File: config.mk
export PLATFORM = sky130hd
export DESIGN_NAME = scalar_mult_ctrl
export DESIGN_NICKNAME = d
export VERILOG_FILES = /design/src/rtl/scalar_mult_ctrl.sv
export SDC_FILE = /design/constraint.sdc
export NUM_CORES = 1
export LEC_CHECK = 0
export CAP_MARGIN = 20
export CORE_MARGIN = 3
export CORE_UTILIZATION = 50
export CTS_BUF_LIST = sky130_fd_sc_hd__clkbuf_4
export CTS_CLUSTER_DIAMETER = 100
export DETAILED_ROUTE_END_ITERATION = 7
export PLACE_DENSITY = 0.95
export SYNTH_ARGS = -nofsm -noshare
export SYNTH_HDL_FRONTEND = slang
export SYNTH_SLANG_ARGS = --single-unit
File: constraint.sdc
create_clock -name clk -period 3.6 [get_ports clk]
set_clock_uncertainty 0.2 [all_clocks]
set_input_delay 0.54 -clock clk [delete_from_list [all_inputs] [get_ports clk]]
set_output_delay 0.54 -clock clk [all_outputs]
set_load 0.03 [all_outputs]
File: src/rtl/scalar_mult_ctrl.sv
// Control FSM for scalar point multiplication R = k*Q using MSB-first
// double-and-add; point arithmetic is delegated to a shared unit via op_req/op_ack.
`timescale 1ns/1ps
`ifndef DATAWIDTH
`define DATAWIDTH 8
`endif

module scalar_mult_ctrl #(
  parameter int unsigned DATAWIDTH = `DATAWIDTH
) (
  input  logic                 clk,
  input  logic                 rst,
  input  logic                 start,
  input  logic [DATAWIDTH-1:0] k,
  input  logic [DATAWIDTH-1:0] Qx,
  input  logic [DATAWIDTH-1:0] Qy,
  output logic                 busy,
  output logic                 done,
  output logic [DATAWIDTH-1:0] Rx,
  output logic [DATAWIDTH-1:0] Ry,
  output logic                 inf,
  output logic                 op_req,
  output logic                 op_sel,
  output logic [DATAWIDTH-1:0] op_ax,
  output logic [DATAWIDTH-1:0] op_ay,
  output logic [DATAWIDTH-1:0] op_bx,
  output logic [DATAWIDTH-1:0] op_by,
  input  logic                 op_ack,
  input  logic [DATAWIDTH-1:0] op_rx,
  input  logic [DATAWIDTH-1:0] op_ry,
  input  logic                 op_rinf
);

  localparam int unsigned IW = (DATAWIDTH > 1) ? $clog2(DATAWIDTH) : 1;

  typedef enum logic [2:0] {IDLE, SCAN, DBL, ADD, DONE} state_t;

  state_t               state_q, state_d;
  logic [DATAWIDTH-1:0] k_q, k_d;
  logic [DATAWIDTH-1:0] qx_q, qx_d, qy_q, qy_d;
  logic [DATAWIDTH-1:0] ax_q, ax_d, ay_q, ay_d;
  logic                 ainf_q, ainf_d;
  logic [IW-1:0]        idx_q, idx_d;
  logic                 busy_d, done_d, inf_d, op_req_d, op_sel_d;
  logic [DATAWIDTH-1:0] rx_d, ry_d;
  logic                 adv;

  // Operands come straight from the accumulator and latched Q, which only
  // change on the ack cycle, so they are stable while op_req is high.
  assign op_ax = ax_q;
  assign op_ay = ay_q;
  assign op_bx = qx_q;
  assign op_by = qy_q;

  always_comb begin
    state_d = state_q;
    k_d     = k_q;
    qx_d    = qx_q;
    qy_d    = qy_q;
    ax_d    = ax_q;
    ay_d    = ay_q;
    ainf_d  = ainf_q;
    idx_d   = idx_q;
    rx_d    = Rx;
    ry_d    = Ry;
    inf_d   = inf;
    adv     = 1'b0;

    case (state_q)
      IDLE: begin
        if (start) begin
          k_d     = k;
          qx_d    = Qx;
          qy_d    = Qy;
          ax_d    = '0;
          ay_d    = '0;
          ainf_d  = 1'b1;
          idx_d   = IW'(DATAWIDTH - 1);
          state_d = SCAN;
        end
      end
      SCAN: begin
        if (ainf_q) begin
          if (k_q[idx_q]) begin
            ax_d   = qx_q;
            ay_d   = qy_q;
            ainf_d = 1'b0;
          end
          adv = 1'b1;
        end else begin
          state_d = DBL;
        end
      end
      DBL: begin
        if (op_ack) begin
          ax_d   = op_rinf ? '0 : op_rx;
          ay_d   = op_rinf ? '0 : op_ry;
          ainf_d = op_rinf;
          if (k_q[idx_q]) state_d = ADD;
          else            adv     = 1'b1;
        end
      end
      ADD: begin
        if (op_ack) begin
          ax_d   = op_rinf ? '0 : op_rx;
          ay_d   = op_rinf ? '0 : op_ry;
          ainf_d = op_rinf;
          adv    = 1'b1;
        end
      end
      DONE: begin
        rx_d    = ainf_q ? '0 : ax_q;
        ry_d    = ainf_q ? '0 : ay_q;
        inf_d   = ainf_q;
        state_d = IDLE;
      end
      default: state_d = IDLE;
    endcase

    if (adv) begin
      if (idx_q == '0) begin
        state_d = DONE;
      end else begin
        idx_d   = idx_q - 1'b1;
        state_d = SCAN;
      end
    end

    // Handshake and status flags are registered from the next state.
    busy_d   = (state_d != IDLE);
    op_req_d = (state_d == DBL) || (state_d == ADD);
    op_sel_d = (state_d == ADD);
    done_d   = (state_q == DONE);
  end

  always_ff @(posedge clk or posedge rst) begin
    if (rst) begin
      state_q <= IDLE;
      k_q     <= '0;
      qx_q    <= '0;
      qy_q    <= '0;
      ax_q    <= '0;
      ay_q    <= '0;
      ainf_q  <= 1'b0;
      idx_q   <= '0;
      busy    <= 1'b0;
      done    <= 1'b0;
      Rx      <= '0;
      Ry      <= '0;
      inf     <= 1'b0;
      op_req  <= 1'b0;
      op_sel  <= 1'b0;
    end else begin
      state_q <= state_d;
      k_q     <= k_d;
      qx_q    <= qx_d;
      qy_q    <= qy_d;
      ax_q    <= ax_d;
      ay_q    <= ay_d;
      ainf_q  <= ainf_d;
      idx_q   <= idx_d;
      busy    <= busy_d;
      done    <= done_d;
      Rx      <= rx_d;
      Ry      <= ry_d;
      inf     <= inf_d;
      op_req  <= op_req_d;
      op_sel  <= op_sel_d;
    end
  end

endmodule

# Yosys cells after proc, flatten, opt, wreduce, memory -nomap -nowiden
# Cells that the tools add are included.
# W data, S select, Z words.
[totals]
reg_bits = 68
input_bits = 45
wordCells = 71
[classes]
add_sub_neg = 1
magnitude_cmp = 1
eq_ne = 10
n_mux = 35
reduce_logical = 9
[op_table]
columns = ["operator", "n"]
rows = [
  ["$mux W8", 11],
  ["$pmux W8 S3", 2],
  ["$mux W3", 10],
  ["$eq A3 B2 Y1 const B", 4],
  ["$pmux W3 S4", 1],
  ["$mux W1", 8],
  ["$logic_not A3 Y1", 2],
  ["$ne A2 B2 Y1 const B", 3],
  ["$pmux W1 S3", 2],
  ["$reduce_bool A3 Y1", 2],
  ["$reduce_and A5 Y1", 1],
  ["$lt A3 B4 Y1 const B", 1],
  ["$bmux W1 S3", 1],
  ["$eq A3 B1 Y1 const B", 1],
  ["$eq A3 B3 Y1 const B", 1],
  ["$reduce_and A3 Y1", 1],
  ["$sub A3 B1 Y3 const B", 1],
  ["$ne A2 B1 Y1 const B", 1],
  ["$reduce_and A2 Y1", 1],
  ["$reduce_or A2 Y1", 1],
  ["$logic_or A1 B1 Y1", 1],
]

# Logic depth before layout (Yosys ltp)
# Gate-level depths: netlist (run 1).
[depth]
ltp_word = 8
mapped_depth = 8

# Least setup slack after synthesis (run 1)
# Ideal clock, no wire load.
[synth_timing]
path_kind = "reg-to-reg"
start = "register state_q[2]"
end = "register k_q[4]"
setup_ps = 125
arrival_ps = 1798
slack_ps = 1477
stages_incl_launch_ff = 5
path_buffers = 2
period_less_slack_ps = 2123
cell_sequence = "dfrtp_1 > clkbuf_1 > nor4b_2 > buf_2 > mux2_2"
[synth_between]
elab_chain_len = 2
[synth_lines]
columns = ["element", "line", "source"]
rows = [
  ["start: declaration", "38", "state_t state_q, state_d;"],
  ["start signal: assignment", "154", "state_q <= state_d;"],
  ["$logic_not A3 Y1", "69", "case (state_q)"],
  ["$reduce_and A2 Y1 (no line)", "n/a", ""],
  ["end signal: assignment", "155", "k_q <= k_d;"],
  ["end: declaration", "39", "logic [DATAWIDTH-1:0] k_q, k_d;"],
]
# Every way passes these cells.
# A chain may end at the register's enable or synchronous reset.

# Worst setup path after layout (run 1)
[layout_timing]
start = "register idx_q[0]"
end = "register ay_q[2] (netlist: op_ay[2])"
[layout_between]
elab_chain_len = 4
[layout_lines]
columns = ["element", "line", "source"]
rows = [
  ["start: declaration", "43", "logic [IW-1:0] idx_q, idx_d;"],
  ["start signal: assignment", "161", "idx_q <= idx_d;"],
  ["$bmux W1 S3", "84", "if (k_q[idx_q]) begin"],
  ["$mux W1 (implied by the code)", "84", ""],
  ["$ne A2 B2 Y1 (no line)", "n/a", ""],
  ["$reduce_and A5 Y1 (no line)", "n/a", ""],
  ["end signal: assignment", "159", "ay_q <= ay_d;"],
  ["end: declaration", "41", "logic [DATAWIDTH-1:0] ax_q, ax_d, ay_q, ay_d;"],
]
# Every way passes these cells. The select of a mux whose other input is x is not followed.

==> qor.csv, run 1 <==
metric,value,unit
n_diodes,0,
Yosys reg bits,68,
Worst Hold Path EP,Rx[6],
Top Ports,98,
Post-synth ARST share,1.00,
status,completed,
post-CTS setup buffer count,0,
Hold Path Class,reg -> reg,
power share of the combinational group,0.548,
Register-to-Register Path Depth,5,
Pre-Repair DR Iteration Count,4,
area grow syn2layout,38.0,%
"count leader, synth",dfrtp_1,
Final min period,2.42,ns
drt drc,0,
"CTS clk-pin slew, worst paths",0.10,ns
Placer Congestion,0.934,
"Critical Path, Cell by Cell",mux2i_1 > mux4_2 > o21a_1 > nor2_8 > o22a_2,
CP max stage cell,mux4_2,
initial cell density of the core,0.528,
Max IR drop VDD,0.000592,V
Area contributors post-synth,"dfrtp_1 57%, mux2_2 9.1%, a221o_1 5.4%, nand2_1 4.8%, o21ai_0 3.6%",
clock buffer depth,2,
Slew Limit Headroom,0.364,
worst-path maximum fanout,17,
gr usage total,0.224,
Resize count post-CTS,0,
Setup-failing EPs final,0,
Final Hold Fails,0,
WL final,7430,µm
Die Ht,82.9,µm
CP Launch Type,flop,
Max Clk Rate,0.412,GHz
Slew Limit Fails,0,
clock power share,0.103,
Pint,2.27,mW
syn nets,297,
pin count of the biggest net entering global routing,42,
"Seq/Total Area, Yosys",0.575,
hold depth,2,
die area,6880,µm²
Pwr per Cell Area,974,nW/µm²
RSZ-0062 raised after global routing,no,
DP HPWL,5640,µm
CP top delay family,multiplexers,
Syn Area/Cell,11.8,µm²
worst reg2reg path startpoint,idx_q[0],
CTS root buf,clkbuf_4,
Worst Path Arrival,2.56,ns
Via density,5.71,
yosys warns,0,
IO buf count,97,
largest area contributor in the netlist,dfrtp_1,
Synth cell types,28,
total grt overflow,0,
Worst Tran Pin Value,0.948,ns
fin util,0.729,
"Top FF cell, synth",dfrtp_1,
critical path endpoint category,flop,
Sw Share,0.430,
Yosys top cell area share,0.575,
Final ANT Viol Nets,0,
first-pass GRT wire length,12400,µm
"EDFF count, synth",0,
commonest cells in the netlist,"68 x dfrtp_1, 38 x nand2_1, 24 x mux2_2",
hold path start,Rx[6],
layout cells sized above 1,0.178,
critical path type,reg -> reg,
setup tns final,0,ns
H-tree Lvls,3,
initial antenna violation count,0,
Post-Syn Instances,250,
overall power,3.98,mW
crit-path max cell delay,0.54,ns
CP Data Required Time,3.74,ns
Num Clock Sinks,68,
nets,392,
flop2flop setup slack,1.18,ns
Netlist Area Pre-Place,2960,µm²
period utilization,0.673,
Routed wire per std cell,17.7,µm
Leakage,1.73,nW
Die X,82.9,µm
sequential power share,0.349,
CP bufs+invs,0,
vias,2405,
std cell rows,27,
vias in the first global route,2449,
FF-to-FF End,op_ay[2],
hold-fix buffers at CTS,0,
drt first-iter violations,143,
CTS buffer count,9,
CTS tree,done,
Max Cap Violations,0,
core area,5610,µm²
"Clk Latency, worst-skew pair",0.40,ns
Psw,1.71,mW
Critical Path Stages,5,
[area by class of cell]
type | count | area (µm²)
clock inverters | 3 | 15.0
multi-input cells | 159 | 1150
well taps | 72 | 90.1
repair buffers | 101 | 1010
flip-flops and latches | 68 | 1700
clock buffers | 12 | 90.1
fillers | 398 | 1520
inverters | 6 | 22.5
[sequential cells by signal (all words and copies together) (netlist names)]
name     flops
inf          1
op_bx        8
Ry           8
Rx           8
op_by        8
op_req       1
op_ay        8
ainf_q       1
k_q          8
idx_q        3
op_ax        8
state_q      3
op_sel       1
done         1
busy         1
[cells by family (layout without fill, tap and decap cells)]
group           count (synthesis)  after routing  share of synthesized area
compound gates                 65             65                      0.167
mux                            30             30                      0.116
buf+inv                        23            122                     0.0401
fa+ha+maj                       2              2                    0.00845
flops                          68             68                      0.575
simple gates                   62             62                     0.0938
[routing by layer]
layer | track usage | up-vias | routed length, µm
li1 | - | 1092 | -
met1 | 0.272 | 1208 | 2920
met2 | 0.390 | 82 | 3920
met3 | 0.0377 | 23 | 340
met4 | 0.103 | 0 | 259
met5 | 0 | - | 0
[power groups by stage]
stage,clock network (mW),registers [mW],logic (mW)
3_3_place_gp,0,1.38,2.11
5_1_grt,0.459,1.43,2.33
2_1_floorplan,0,1.76,1.07
6_report,0.411,1.39,2.18
3_5_place_dp,0,1.40,2.19
4_1_cts,0.415,1.38,2.20
[how the worst max path moves through the flow]
| stage | to | startpoint |
|---|---|---|
| floorplan | Rx[0] | rst |
| global placement | op_ax[3] | op_rinf |
| detailed placement | op_ax[2] | op_rinf |
| CTS | op_ay[2] | idx_q[0] |
| global route | op_ay[5] | state_q[0] |
| finish | op_ay[2] | idx_q[0] |
[worst register-to-register path, stage by stage, from the launching register on]
cell and delay [ns]:
dfrtp_1 0.49, mux2i_1 0.16, mux4_2 0.54, o21a_1 0.45, nor2_8 0.33, o22a_2 0.19
[per-stage QoR]
step / instance area, µm² / cells / setup WS (ns) / hold WS (ns)
finish: 4090 / 421 / 1.18 / 0.295
global placement: 3980 / 406 / 1.21 / 0.261
CTS: 4090 / 421 / 1.16 / 0.299
global route: 4090 / 421 / 1.04 / 0.329
floorplan: 2960 / 250 / 1.15 / 0.280
detailed placement: 3980 / 406 / 1.14 / 0.278
[placed cells by master (no fill, tap or decap), drive strengths merged, types with 2 or more instances in the layout]
cell type and instances:
ha 2, o21a 2, inv 6, clkbuf 12
nor2 15, a21oi 6, nor3 4, clkdlybuf4s50 97
o21ai 22, buf 4, mux2 24, mux2i 5
dfrtp 68, or2 2, o22a 16, nand2b 2
a221o 16, clkinv 3, nand2 38
(Power assumes the default switching activity.)
==> run 2: changes to the inputs <==
Settings changed: CORE_UTILIZATION 50 to 43, PLACE_DENSITY 0.95 to 0.9.
Clock period 3.6 ns to 2 ns, I/O delays scaled along.
==> qor.csv, run 2 (synthesis gave the netlist of run 1 again) <==
metric,value,unit,change
status,finished with violations,,
violated checks,negative setup slack,,
Filler Cell Count,497,,+25%
"CTS clk-pin slew, worst paths",0.14,ns,+0.04 ns
CP Launch Type,flop,,
Slew Limit Fails,0,,unchanged
Final Hold Fails,0,,unchanged
Leakage,2.10,nW,+21%
CTS root buf,clkbuf_4,,
FF-to-FF End,op_ax[0],,
first-pass GRT wire length,11600,µm,-6.9%
Pwr per Cell Area,1770,nW/µm²,+81%
period utilization,1.02,,+0.349
Max Cap Violations,0,,unchanged
critical path endpoint category,flop,,
Worst Path Arrival,2.14,ns,-0.42 ns
Slew Limit Headroom,0.379,,+0.0147
die area,7920,µm²,+15%
worst reg2reg path startpoint,idx_q[0],,
pin count of the biggest net entering global routing,51,,+21%
flop2flop setup slack,-0.04,ns,-1.22 ns
Top Ports,98,,unchanged
"Clk Latency, worst-skew pair",0.41,ns,about the same
overall power,7.66,mW,+92%
gr usage total,0.194,,-0.0307
IO buf count,97,,unchanged
Setup-failing EPs final,17,,+17
total grt overflow,0,,unchanged
Routed wire per std cell,16.7,µm,-5.4%
CTS buffer count,9,,unchanged
Reg area,1700,µm²,+0.15%
hold-fix buffers at CTS,0,,unchanged
Max Clk Rate,0.489,GHz,+19%
RSZ-0062 raised after global routing,yes,,
Die X,89.0,µm,+7.3%
Via density,5.37,,-6.0%
Num Clock Sinks,68,,unchanged
drt first-iter violations,124,,-13%
Placer Congestion,0.850,,-9.0%
worst slack at placement,-0.211,ns,-1.35 ns
WHS,0.0883,ns,-0.206 ns
drt drc,0,,unchanged
Die Ht,89.0,µm,+7.3%
std cell rows,29,,+7.4%
H-tree Lvls,3,,unchanged
area occupied by multi-input gates,1210,µm²,+5.0%
placed cells,421,,+3.7%
n_diodes,0,,unchanged
initial cell density of the core,0.456,,-0.0721
setup tns final,-0.492,ns,-0.492 ns
nets,404,,+3.1%
core area,6490,µm²,+16%
Hold Path Class,in -> async,,
CTS tree,done,,
Register-to-Register Path Depth,5,,unchanged
initial antenna violation count,0,,unchanged
critical path type,reg -> reg,,
Final min period,2.04,ns,-0.380 ns
Pre-Repair DR Iteration Count,4,,unchanged
vias in the first global route,2308,,-5.8%
DP HPWL,5370,µm,-4.8%
"non-filler cells, final",439,,+4.3%
Max IR drop VDD,0.00101,V,+70%
area grow syn2layout,46.4,%,
WL final,7340,µm,-1.3%
Final ANT Viol Nets,0,,unchanged
clock buffer depth,2,,unchanged
"commonest non-fill, non-tap cell in the layout",dfrtp_1,,
CP Data Required Time,2.10,ns,-1.64 ns
Final WS setup,-0.0439,ns,-1.22 ns
vias,2357,,-2.0%
layout cells sized above 1,0.240,,+0.0627
worst-path maximum fanout,16,,-1
Worst Tran Pin Value,0.926,ns,-0.0220 ns
"commonest non-fill, non-tap cells in the layout","66 x dfrtp_1, 52 x clkdlybuf4s50_1, 38 x nand2_1",,
[run 2: changes by cell type in the layout (fill, tap and decap cells not counted), sizes merged, moves of 3 or more]
cell           before  now
clkdlybuf4s50      97   52
dlygate4sd2         0   32
dlymetal6s2s        0   13
buf                 4   15
clkbuf             12    9
clkinv              3    0
clkinvlp            0    3
inv                 6    9
[run 2: repair_timing]
| action | CTS | global route |
|---|---|---|
| pin swaps | 2 | 8 |
| buffers inserted | 1 | 0 |
| endpoints found under the setup margin | 51 | 38 |
| resized for setup | 41 | 25 |
| gates cloned | 1 | 0 |
[run 2: worst max-delay path: stages (launching register included)]
cell     delay [ns]
dfrtp_2        0.48
mux2i_1        0.14
mux4_2         0.52
o21a_4         0.27
buf_12         0.16
o22a_2         0.18
[run 2: report_power, final]
group          switching [mW]  total, mW  internal (mW)
Clock                   0.538      0.936          0.398
Combinational            2.30       4.26           1.96
Sequential              0.488       2.46           1.97
[run 2: area by class of cell]
| class | instances | share of cell area |
|---|---|---|
| Clock buffer | 9 | 0.0156 |
| Clock inverter | 7 | 0.0185 |
| Inverter | 6 | 0.00606 |
| Multi-Input combinational cell | 160 | 0.279 |
| Sequential cell | 68 | 0.393 |
| Tap cell | 77 | 0.0222 |
| Timing Repair Buffer | 112 | 0.265 |
[run 2: worst max path at each step]
stage | startpoint | end | slack [ns]
after floorplan | idx_q[0] | op_ax[0] | -0.03
after CTS | idx_q[0] | op_ax[0] | -0.05
after detailed placement | op_rinf | op_ax[0] | -0.21
final | idx_q[0] | op_ax[0] | -0.04
after global placement | op_rinf | op_ay[6] | -0.18
after global routing | idx_q[0] | op_ax[6] | -0.12
[run 2: per-layer routing]
| layer | vias to the layer above | track usage | part of all wire |
|---|---|---|---|
| met1 | 1150 | 0.253 | 0.42 |
| met5 | - | 0 | 0 |
| met4 | 0 | 0.0744 | 0.017 |
| met2 | 79 | 0.307 | 0.49 |
| li1 | 1117 | - | - |
| met3 | 11 | 0.0571 | 0.069 |
[run 2: through the flow]
| stage | cell area, µm² | utilization |
|---|---|---|
| floorplan | 2980 | - |
| CTS | 4270 | 0.657 |
| finish | 4340 | 0.668 |
| detailed placement | 4120 | 0.634 |
| global placement | 4120 | 0.634 |
| global route | 4340 | 0.668 |
==> run 3: changes to the inputs <==
Settings changed: CORE_ASPECT_RATIO from default to 2.
==> qor.csv, run 3 (synthesis gave the netlist of run 1 again) <==
metric,value,unit,change
Pre-Repair DR Iteration Count,4,,unchanged
worst reg2reg path startpoint,idx_q[0],,
pin count of the biggest net entering global routing,36,,-29%
Setup-failing EPs final,19,,+2
total grt overflow,0,,unchanged
layout cells sized above 1,0.234,,-0.00617
"Clk Latency, worst-skew pair",0.41,ns,about the same
initial antenna violation count,0,,unchanged
area grow syn2layout,47.0,%,
FF-to-FF End,idx_q[0],,
vias,2441,,+3.6%
critical path endpoint category,flop,,
crit-path max cell delay,0.53,ns,about the same
Register-to-Register Path Depth,7,,+2
CTS tree,done,,
first-pass GRT wire length,12000,µm,+3.6%
violated checks,negative setup slack,,
IO buf count,97,,unchanged
status,finished with violations,,
Num Clock Sinks,68,,unchanged
RSZ-0062 raised after global routing,yes,,
CTS root buf,clkbuf_4,,
Worst Path Arrival,2.24,ns,+0.10 ns
Placer Congestion,0.952,,+12%
Die Ht,123,µm,+39%
initial cell density of the core,0.444,,-0.0122
Slew Limit Headroom,0.418,,+0.0385
Final ANT Viol Nets,0,,unchanged
Max Clk Rate,0.476,GHz,-2.7%
nets,405,,+0.25%
Top Ports,98,,unchanged
worst-path maximum fanout,6,,-10
"commonest non-fill, non-tap cell in the layout",dfrtp_1,,
drt drc,0,,unchanged
placement-stage cell area,4120,µm²,about the same
"Critical Path, Cell by Cell",mux2i_1 > mux4_2 > buf_6 > o221ai_4 > buf_6 > nor2_4 > a21oi_2,,
Leakage,2.17,nW,+3.5%
CP Data Required Time,2.14,ns,+0.04 ns
Max IR drop VDD,0.000945,V,-6.0%
gr usage total,0.202,,+0.00848
Die X,64.7,µm,-27%
hold-fix buffers at CTS,0,,unchanged
clock buffer depth,2,,unchanged
CP Launch Type,flop,,
Filler Cell Count,542,,+9.1%
overall power,7.58,mW,-1.0%
Final min period,2.10,ns,+0.0565 ns
Final Instance Area,4350,µm²,+0.40%
vias in the first global route,2569,,+11%
DP HPWL,5820,µm,+8.4%
WL final,7680,µm,+4.7%
Pwr per Cell Area,1740,nW/µm²,-1.4%
critical path type,reg -> reg,,
std cell rows,42,,+45%
Slew Limit Fails,0,,unchanged
Via density,5.41,,+0.81%
drt first-iter violations,87,,-30%
die area,7980,µm²,+0.77%
CP max stage cell,mux4_2,,
Hold Path Class,in -> async,,
Routed wire per std cell,17.0,µm,+2.0%
WHS,0.0347,ns,-0.0535 ns
"commonest non-fill, non-tap cells in the layout","67 x dfrtp_1, 48 x clkdlybuf4s50_1, 38 x nand2_1",,
H-tree Lvls,3,,unchanged
fin util,0.652,,-0.0153
worst slack at placement,-0.201,ns,+0.00954 ns
Worst Tran Pin Value,0.869,ns,-0.0574 ns
core area,6670,µm²,+2.8%
Final WS setup,-0.100,ns,-0.0565 ns
most frequent cell on the critical path,buf_6,,
Max Cap Violations,0,,unchanged
CTS buffer count,9,,unchanged
"CTS clk-pin slew, worst paths",0.11,ns,-0.03 ns
Final Hold Fails,0,,unchanged
flop2flop setup slack,-0.10,ns,-0.06 ns
n_diodes,0,,unchanged
period utilization,1.05,,+0.0283
==> run 3: worst max-delay path by stage <==
stage,startpoint,slack (ns),cells past startpoint,endpoint
detailed placement,idx_q[0],-0.20,5,op_ay[4]
global route,idx_q[0],-0.16,7,idx_q[0]
global placement,op_ack,-0.18,5,op_ay[7]
floorplan,idx_q[0],-0.03,8,op_ax[0]
finish,idx_q[0],-0.10,7,idx_q[0]
CTS,idx_q[0],-0.09,7,idx_q[0]
==> run 3: routing by layer <==
| metal | wire length (µm) | vias to the layer above | global-route usage |
|---|---|---|---|
| met5 | 0 | - | 0 |
| met4 | 522 | 0 | 0.150 |
| met3 | 434 | 45 | 0.0591 |
| met2 | 4210 | 98 | 0.360 |
| met1 | 2520 | 1177 | 0.191 |
| li1 | - | 1121 | - |
==> run 3: per-stage QoR <==
stage / instances / setup TNS [ns]
final: 451 / -1.48
after global routing: 451 / -2.48
after CTS: 451 / -1.21
after detailed placement: 432 / -3.60
after global placement: 432 / -2.87
after floorplan: 250 / -0.333
==> run 3: power breakdown <==
group          switching [mW]  total, mW  internal, mW
Clock                   0.463      0.866         0.403
Combinational            2.34       4.28          1.94
Sequential              0.464       2.44          1.97
Total                    3.27       7.58          4.31
==> run 3: what timing repair did <==
item | 4_1_cts | 5_1_grt
endpoints found under the setup margin | 52 | 38
buffers inserted | 2 | 0
gates resized for setup | 39 | 30
gates cloned | 1 | 0
pin swaps | 2 | 1
==> run 3: critical path: cells and delay by family (launching register included) <==
family,cells,cell delay (ns)
muxes,2,0.69
and+or+nand+nor,1,0.04
buffers and inverters,2,0.33
DFF,1,0.48
AOI/OAI and AO/OA,2,0.29
==> run 3: layout make-up <==
class	instances	area, µm²	share of cell area
Sequential cell	68	1700	0.391
Tap cell	88	110	0.0253
Timing Repair Buffer	113	1150	0.265
Clock buffer	11	82.6	0.0190
Inverter	6	26.3	0.00604
Multi-Input combinational cell	160	1220	0.281
Clock inverter	5	52.6	0.0121
